File: src/rtl/branch_redirect_ctrl.sv
// Branch redirect controller: trains the BPU on every live resolved branch, holds the
// oldest mispredict as a frontend redirect request, then flushes the backend after acceptance.
module branch_redirect_ctrl #(
    parameter int VALEN        = 32,
    parameter int ROB_IDX_W    = 6,
    parameter int FLUSH_CYCLES = 2
) (
    input  logic                 clk,
    input  logic                 rst,
    input  logic                 br_valid_i,
    input  logic [ROB_IDX_W-1:0] br_rob_idx_i,
    input  logic [VALEN-1:0]     br_pc_i,
    input  logic                 br_redirect_i,
    input  logic [VALEN-1:0]     br_target_i,
    input  logic                 br_taken_i,
    input  logic [1:0]           br_type_i,
    output logic                 redirect_valid_o,
    output logic [VALEN-1:0]     redirect_pc_o,
    input  logic                 redirect_ready_i,
    output logic                 flush_o,
    output logic [ROB_IDX_W-1:0] flush_rob_idx_o,
    output logic                 bpu_upd_valid_o,
    output logic [VALEN-1:0]     bpu_upd_pc_o,
    output logic [VALEN-1:0]     bpu_upd_target_o,
    output logic                 bpu_upd_taken_o,
    output logic [1:0]           bpu_upd_type_o
);

    localparam int CNT_W = (FLUSH_CYCLES > 1) ? $clog2(FLUSH_CYCLES) : 1;

    typedef enum logic [1:0] {
        IDLE  = 2'd0,
        REQ   = 2'd1,
        FLUSH = 2'd2
    } state_t;

    state_t               state_r, state_n;
    logic [ROB_IDX_W-1:0] idx_r, idx_n;
    logic [VALEN-1:0]     pc_r, pc_n;
    logic [CNT_W-1:0]     cnt_r, cnt_n;
    logic                 live_s;
    logic                 live_misp_s;

    // ROB age: the MSB is a wrap bit, so a differing MSB inverts the low-bit comparison.
    function automatic logic is_older(input logic [ROB_IDX_W-1:0] a,
                                      input logic [ROB_IDX_W-1:0] b);
        if (a[ROB_IDX_W-1] != b[ROB_IDX_W-1]) begin
            is_older = (a[ROB_IDX_W-2:0] > b[ROB_IDX_W-2:0]);
        end else begin
            is_older = (a[ROB_IDX_W-2:0] < b[ROB_IDX_W-2:0]);
        end
    endfunction

    // A branch is live when no redirect/flush is outstanding or it is strictly older.
    always_comb begin
        live_s      = 1'b0;
        live_misp_s = 1'b0;
        if (br_valid_i) begin
            live_s = (state_r == IDLE) || is_older(br_rob_idx_i, idx_r);
        end else begin
            live_s = 1'b0;
        end
        live_misp_s = live_s && br_redirect_i;
    end

    // Next-state logic; an older mispredict always wins over acceptance or flush progress.
    always_comb begin
        state_n = state_r;
        idx_n   = idx_r;
        pc_n    = pc_r;
        cnt_n   = cnt_r;
        case (state_r)
            IDLE: begin
                if (live_misp_s) begin
                    state_n = REQ;
                    idx_n   = br_rob_idx_i;
                    pc_n    = br_target_i;
                end else begin
                    state_n = IDLE;
                end
            end
            REQ: begin
                if (live_misp_s) begin
                    state_n = REQ;
                    idx_n   = br_rob_idx_i;
                    pc_n    = br_target_i;
                end else if (redirect_ready_i) begin
                    state_n = FLUSH;
                    cnt_n   = CNT_W'(FLUSH_CYCLES - 1);
                end else begin
                    state_n = REQ;
                end
            end
            FLUSH: begin
                if (live_misp_s) begin
                    state_n = REQ;
                    idx_n   = br_rob_idx_i;
                    pc_n    = br_target_i;
                end else if (cnt_r == {CNT_W{1'b0}}) begin
                    state_n = IDLE;
                end else begin
                    cnt_n = cnt_r - CNT_W'(1);
                end
            end
            default: begin
                state_n = IDLE;
                cnt_n   = {CNT_W{1'b0}};
            end
        endcase
    end

    // Control state registers.
    always_ff @(posedge clk) begin
        if (rst) begin
            state_r <= IDLE;
            idx_r   <= {ROB_IDX_W{1'b0}};
            pc_r    <= {VALEN{1'b0}};
            cnt_r   <= {CNT_W{1'b0}};
        end else begin
            state_r <= state_n;
            idx_r   <= idx_n;
            pc_r    <= pc_n;
            cnt_r   <= cnt_n;
        end
    end

    // One-cycle BPU training pulse for each live branch.
    always_ff @(posedge clk) begin
        if (rst) begin
            bpu_upd_valid_o  <= 1'b0;
            bpu_upd_pc_o     <= {VALEN{1'b0}};
            bpu_upd_target_o <= {VALEN{1'b0}};
            bpu_upd_taken_o  <= 1'b0;
            bpu_upd_type_o   <= 2'b00;
        end else begin
            bpu_upd_valid_o <= live_s;
            if (live_s) begin
                bpu_upd_pc_o     <= br_pc_i;
                bpu_upd_target_o <= br_target_i;
                bpu_upd_taken_o  <= br_taken_i;
                bpu_upd_type_o   <= br_type_i;
            end
        end
    end

    assign redirect_valid_o = (state_r == REQ);
    assign redirect_pc_o    = (state_r == REQ)   ? pc_r  : {VALEN{1'b0}};
    assign flush_o          = (state_r == FLUSH);
    assign flush_rob_idx_o  = (state_r == FLUSH) ? idx_r : {ROB_IDX_W{1'b0}};

endmodule

File: config.mk
export PLATFORM = sky130hd
export DESIGN_NAME = branch_redirect_ctrl
export DESIGN_NICKNAME = d
export VERILOG_FILES = /design/src/rtl/branch_redirect_ctrl.sv
export SDC_FILE = /design/constraint.sdc
export NUM_CORES = 1
export LEC_CHECK = 0
export ABC_AREA = 1
export CORE_ASPECT_RATIO = 0.75
export CORE_MARGIN = 1
export CORE_UTILIZATION = 38
export CTS_CLUSTER_DIAMETER = 120
export DETAILED_ROUTE_END_ITERATION = 6
export GPL_ROUTABILITY_DRIVEN = 0
export HOLD_SLACK_MARGIN = 0.02
export PLACE_DENSITY = 0.76
export SETUP_SLACK_MARGIN = 0.3
export SLEW_MARGIN = 30
export SYNTH_ARGS = -nofsm -noshare
export SYNTH_HDL_FRONTEND = slang
export SYNTH_SLANG_ARGS = --single-unit
File: constraint.sdc
create_clock -name clk -period 1.7 [get_ports clk]
set_input_delay 0.425 -clock clk [delete_from_list [all_inputs] [get_ports clk]]
set_output_delay 0.425 -clock clk [all_outputs]
set_load 0.01 [all_outputs]
After elaboration in Yosys (flattened, before gate mapping) --
Cells that the tools add are included.
Cells by class: add/sub/neg operators 1, order comparisons 2, equal/unequal tests 7, mux-type cells 16, bitwise gates (word level) 1, reductions and logical operators 6
Operators with widths (count):
- $mux 32 | 1
- $mux 1 | 8
- $mux 2 | 4
- $mux 6 | 1
- $pmux 2 s3 | 1
- $gt 5x5->1 | 1
- $lt 5x5->1 | 1
- $ne 2x2->1 const B | 2
- $reduce_and 4->1 | 1
- $ne 3x2->1 const B | 1
- $pmux 1 s3 | 1
- $reduce_or 3->1 | 1
- $eq 2x1->1 const B | 1
- $eq 2x2->1 const B | 1
- $logic_not 2->1 | 1
- $ne 2x1->1 const B | 1
- $reduce_and 2->1 | 1
- $logic_and 1x1->1 | 1
- $logic_or 1x1->1 | 1
- $ne 1x1->1 | 1
- $not 1->1 | 1
- $sub 1x1->1 const B | 1
Storage, ports and cells: register bits 109, input port bits 78, output and inout port bits 108

Depth between registers and ports, before layout --
depth after elaboration 8, gate-level depth with buffers 14, depth with buffers taken out 13

Worst setup path before layout --
Ideal clock, no wire load.
path type input to register, from input br_rob_idx_i[4], to register bpu_upd_pc_o[0], setup time 0.116 ns, data arrival time 1.733 ns, required time 1.584 ns, slack -0.149 ns, cell stages on the path 12, cell sequence ha_1 > nand2_1 > nor2_1 > nand2_1 > nand3_1 > nand2_1 > nand3_4 > nand2_4 > buf_4 > buf_2 > o21ai_0 > nor2_1
Between the ends: longest elaborated chain between the ends 5
RTL lines:
- start, declared | RTL line 11 | input logic [ROB_IDX_W-1:0] br_rob_idx_i,
- $lt 5x5->1 or $gt 5x5->1 (tied branches) | RTL line 50, 48
- $mux 1 (*) | RTL line 47 | if (a[ROB_IDX_W-1] != b[ROB_IDX_W-1]) begin
- $mux 1 (*) | RTL line 58 | if (br_valid_i) begin
- $logic_or 1x1->1 (*) | RTL line 59 | live_s = (state_r == IDLE) || is_older(br_rob_idx_i, idx_r);
- $mux 1 (*) | RTL line 58
- end signal, assigned | RTL line 131 | bpu_upd_pc_o <= {VALEN{1'b0}};
- end signal, assigned | RTL line 138 | bpu_upd_pc_o <= br_pc_i;
- end, declared | RTL line 23 | output logic [VALEN-1:0] bpu_upd_pc_o,
Every way passes the cells marked *; elsewhere a longest branch is shown, timed or not. The select of a mux whose other input is x is not followed. A chain may end at the register's enable or synchronous reset.

Worst setup path in the final report --
from input br_rob_idx_i[4], to register bpu_upd_pc_o[9]
Same word-level chain as after synthesis.

==> out/metrics.csv <==
stage,metric,value,unit
timing,Hold Fails Final Rpt,0,
hold_path,hold path depth,2,
hold_path,worst min path class,reg -> reg,
clock_network,CTS sink cnt,109,
global_routing,initial antenna violation count,0,
synthesis,"area fraction in and, or, nand and nor cells after synthesis",31.56,%
timing,clock skew,5.534,ps
drt,mean routed wirelength per cell,16.46,µm
floorplan,Starting Density,39.55,%
outcome,failing checks,setup timing,
timing,# setup viols final,144,
outcome,status,finished with violations,
synthesis,syn_area_per_cell,6.980,µm²
global_routing,grt ovf,0,
synthesis,post-synthesis compound-gate area fraction,8.119,%
clock_network,number of H-tree levels,3,
timing,Final Slew Violations,0,
timing,Tmin final,1913,ps
synthesis,synth unique cells,20,
drt,Total Wirelength,16210,µm
finish,ratio of cells with drive above 1 in the final layout,32.07,%
synthesis,syn nets,710,
hold_path,hold worst-path end,bpu_upd_pc_o[14],
drt,first-pass detailed-route iteration total,4,
timing,Max Clock Freq,0.5227,GHz
synthesis,Post-synth EDFFs,0,
setup_path,r2r startpoint,idx_r[2],
floorplan,Die Footprint,0.01195,mm²
timing,fin worst setup slack,-213.1,ps
drt,DR vias,4822,
floorplan,IO Pins,186,
synthesis,synthesized-area fraction occupied by adder cells,1.429,%
synthesis,"Seq/Total Area, Yosys",49.86,%
floorplan,die width,125.9,µm
synthesis,Yosys top cell area share,49.86,%
synthesis,leading area contributor after synthesis,dfxtp_1,
synthesis,Post-Syn Instances,627,
timing,hold_ws,470.3,ps
floorplan,Core ar.,0.01107,mm²
global_routing,largest net degree at the start of global routing,61,
clock_network,TritonCTS clock tree,yes,
placement,IO Port Bufs,185,
finish,"Cell Count, Final, Fillers Out",985,
setup_path,Setup CP Type,in -> reg,
pwr,P_leak,4.421,nW
drt,DR iter-0 viols,307,
floorplan,FP Rows,33,
setup_path,Reg2Reg Setup Slack,-210,ps
setup_path,CP Capture Type,flop,
drt,vias per inst,4.895,
hold_path,Hold Startpoint,bpu_upd_pc_o[14],
pwr,Worst VDD drop,0.5134,mV
clock_network,clock root buffer,clkbuf_16,
clock_network,Clock transition at path regs,70,ps
synthesis,Post-Syn Area,0.004377,mm²
synthesis,mux cell area share after synthesis,0,%
global_routing,gr usage total,25.00,%
flow_run,maxcap violations,0,
finish,fin nets,923,
synthesis,main combinational cell family by area after synthesis,simple AND/OR/NAND/NOR gates,
clock_network,Max Buffers Root-to-Sink,2,
synthesis,Syn. warnings,0,
placement,placed insts,940,
synthesis,area share of xor/xnor cells in the synthesized design,0,%
timing,worst-margin pin slew,326.4,ps
synthesis,"top cells by area, synth","dfxtp_1 (50%), nor2_1 (22%), nand2_1 (8.0%), o21ai_0 (6.7%), inv_1 (4.1%)",
setup_path,crit path launch type,primary input,
clock_network,CTS buffer count,9,
finish,# diodes,0,
timing,Final Cycle Share,112.5,%
timing,RSZ-0062 raised after global routing,yes,
finish,P&R area growth vs syn,86.36,%
setup_path,cells on worst reg2reg path,13,
setup_path,"Data required, critical path",1940,ps
synthesis,"flops & latches, synth",109,
drt,Routed Antenna Nets,0,
drt,drt drc,0,
setup_path,crit-path max FO,7,
global_routing,vias in the first global route,4623,
setup_path,FF-to-FF End,idx_r[3],
global_routing,first-pass GRT wire length,23190,µm
synthesis,Post-synth ARST share,0,%
timing,relative slew slack,78.17,%
pwr,pwr dens,829.9,mW/mm²
setup_path,CP arrival,2150,ps
placement,HPWL after DPL,8848,µm
synthesis,top_reg_cell synth,dfxtp_1,
floorplan,Die Y,94.94,µm
clock_network,worst skew pair latency,340,ps
## critical path, cell delays in order
cell and delay [ps]:
dlygate4sd2_1 270, ha_4 260, nand2_2 90, inv_1 50, nand2_1 90, nand4_1 170
nand3_4 160, nand2_8 140, buf_12 190, clkbuf_16 160, o21ai_2 100, nor2_1 50
## report_power, final
group          switching (mW)  internal [mW]  leakage, nW
Sequential              0.112           2.76        0.906
Clock                   0.983           1.24        0.154
Combinational           0.821          0.849         3.36
## placed cells by master, fill, tap and decap left out, types with 4 or more instances in the layout
| cell type | count |
|---|---|
| o21ai_2 | 20 |
| dfxtp_1 | 104 |
| clkbuf_16 | 15 |
| ha_4 | 4 |
| dlymetal6s2s_1 | 67 |
| nor2_2 | 60 |
| dlygate4sd2_1 | 5 |
| buf_16 | 12 |
| nand2_2 | 20 |
| clkdlybuf4s50_1 | 72 |
| nand2_1 | 70 |
| buf_6 | 28 |
| inv_2 | 7 |
| buf_12 | 10 |
| nor2_1 | 165 |
| buf_4 | 17 |
| buf_2 | 19 |
| inv_1 | 40 |
| dfxtp_2 | 4 |
| nor2_4 | 28 |
| o21ai_1 | 10 |
| o21ai_0 | 36 |
## timing repair
action | 4_1_cts | 5_1_grt
endpoints found under the hold margin | 0 | 0
pin swaps | 7 | 8
setup buffers | 8 | 2
resized for setup | 299 | 153
gates cloned | 11 | 8
hold buffers | 0 | 0
endpoints found under the setup margin | 217 | 217
## Yosys cell counts (2+ instances only)
cell type,number
nor2_1,253
clkbuf_1,16
inv_2,2
o21ai_1,8
ha_1,5
dfxtp_1,109
buf_2,7
nand3_1,4
nand4_1,2
o21ai_0,59
buf_6,5
nand2_1,93
a21oi_1,4
inv_1,48
buf_1,2
buf_4,6
## how the worst max path moves through the flow
stage,start,to,depth (start not counted)
3_3_place_gp,br_rob_idx_i[2],bpu_upd_pc_o[1],13
3_5_place_dp,br_rob_idx_i[2],bpu_upd_pc_o[7],13
4_1_cts,idx_r[2],bpu_upd_pc_o[27],13
2_1_floorplan,br_rob_idx_i[2],bpu_upd_pc_o[14],12
5_1_grt,idx_r[2],bpu_upd_pc_o[9],12
6_report,br_rob_idx_i[4],bpu_upd_pc_o[9],12
## registers in the layout, summed over array words and instances (netlist names)
name              flops
idx_r                 6
bpu_upd_pc_o         32
bpu_upd_taken_o       1
bpu_upd_target_o     32
state_r               2
bpu_upd_type_o        2
cnt_r                 1
bpu_upd_valid_o       1
pc_r                 32
## per-layer routing
metal	GRT usage (%)	wire (µm)	vias up
li1	-	-	2345
met5	0	0	-
met3	6.402	1176	21
met1	29.90	6792	2279
met2	44.80	7999	177
met4	6.627	244	0
## cell type report
cell class | instances | area (µm²)
Inverter | 51 | 217.7
Multi-Input combinational cell | 431 | 2412
Clock inverter | 5 | 66.31
Sequential cell | 109 | 2191
Timing Repair Buffer | 238 | 2841
Tap cell | 140 | 175.2
Clock buffer | 11 | 252.7
Fill cell | 797 | 2909
## stage by stage
step | utilization [%] | setup WS (ps) | total power, mW | instance area (µm²) | TNS (ps)
2_1_floorplan | - | -81.52 | 3.506 | 4509 | -4548
3_3_place_gp | 59.58 | -649.5 | 4.121 | 6593 | -72190
3_5_place_dp | 59.58 | -761.1 | 4.169 | 6593 | -79890
4_1_cts | 68.00 | -166.5 | 6.625 | 7525 | -15410
5_1_grt | 73.71 | -305.0 | 7.056 | 8157 | -33130
6_report | 73.71 | -213.1 | 6.769 | 8157 | -21970
## cell families after synthesis
family                   count (synthesis)
flip-flops                             109
buffers and inverters                   87
adder cells (fa/ha/maj)                  5
AND/OR/NAND/NOR                        355
AO/OA/AOI/OAI                           71
Note: power is estimated with default switching activity, not from simulation.
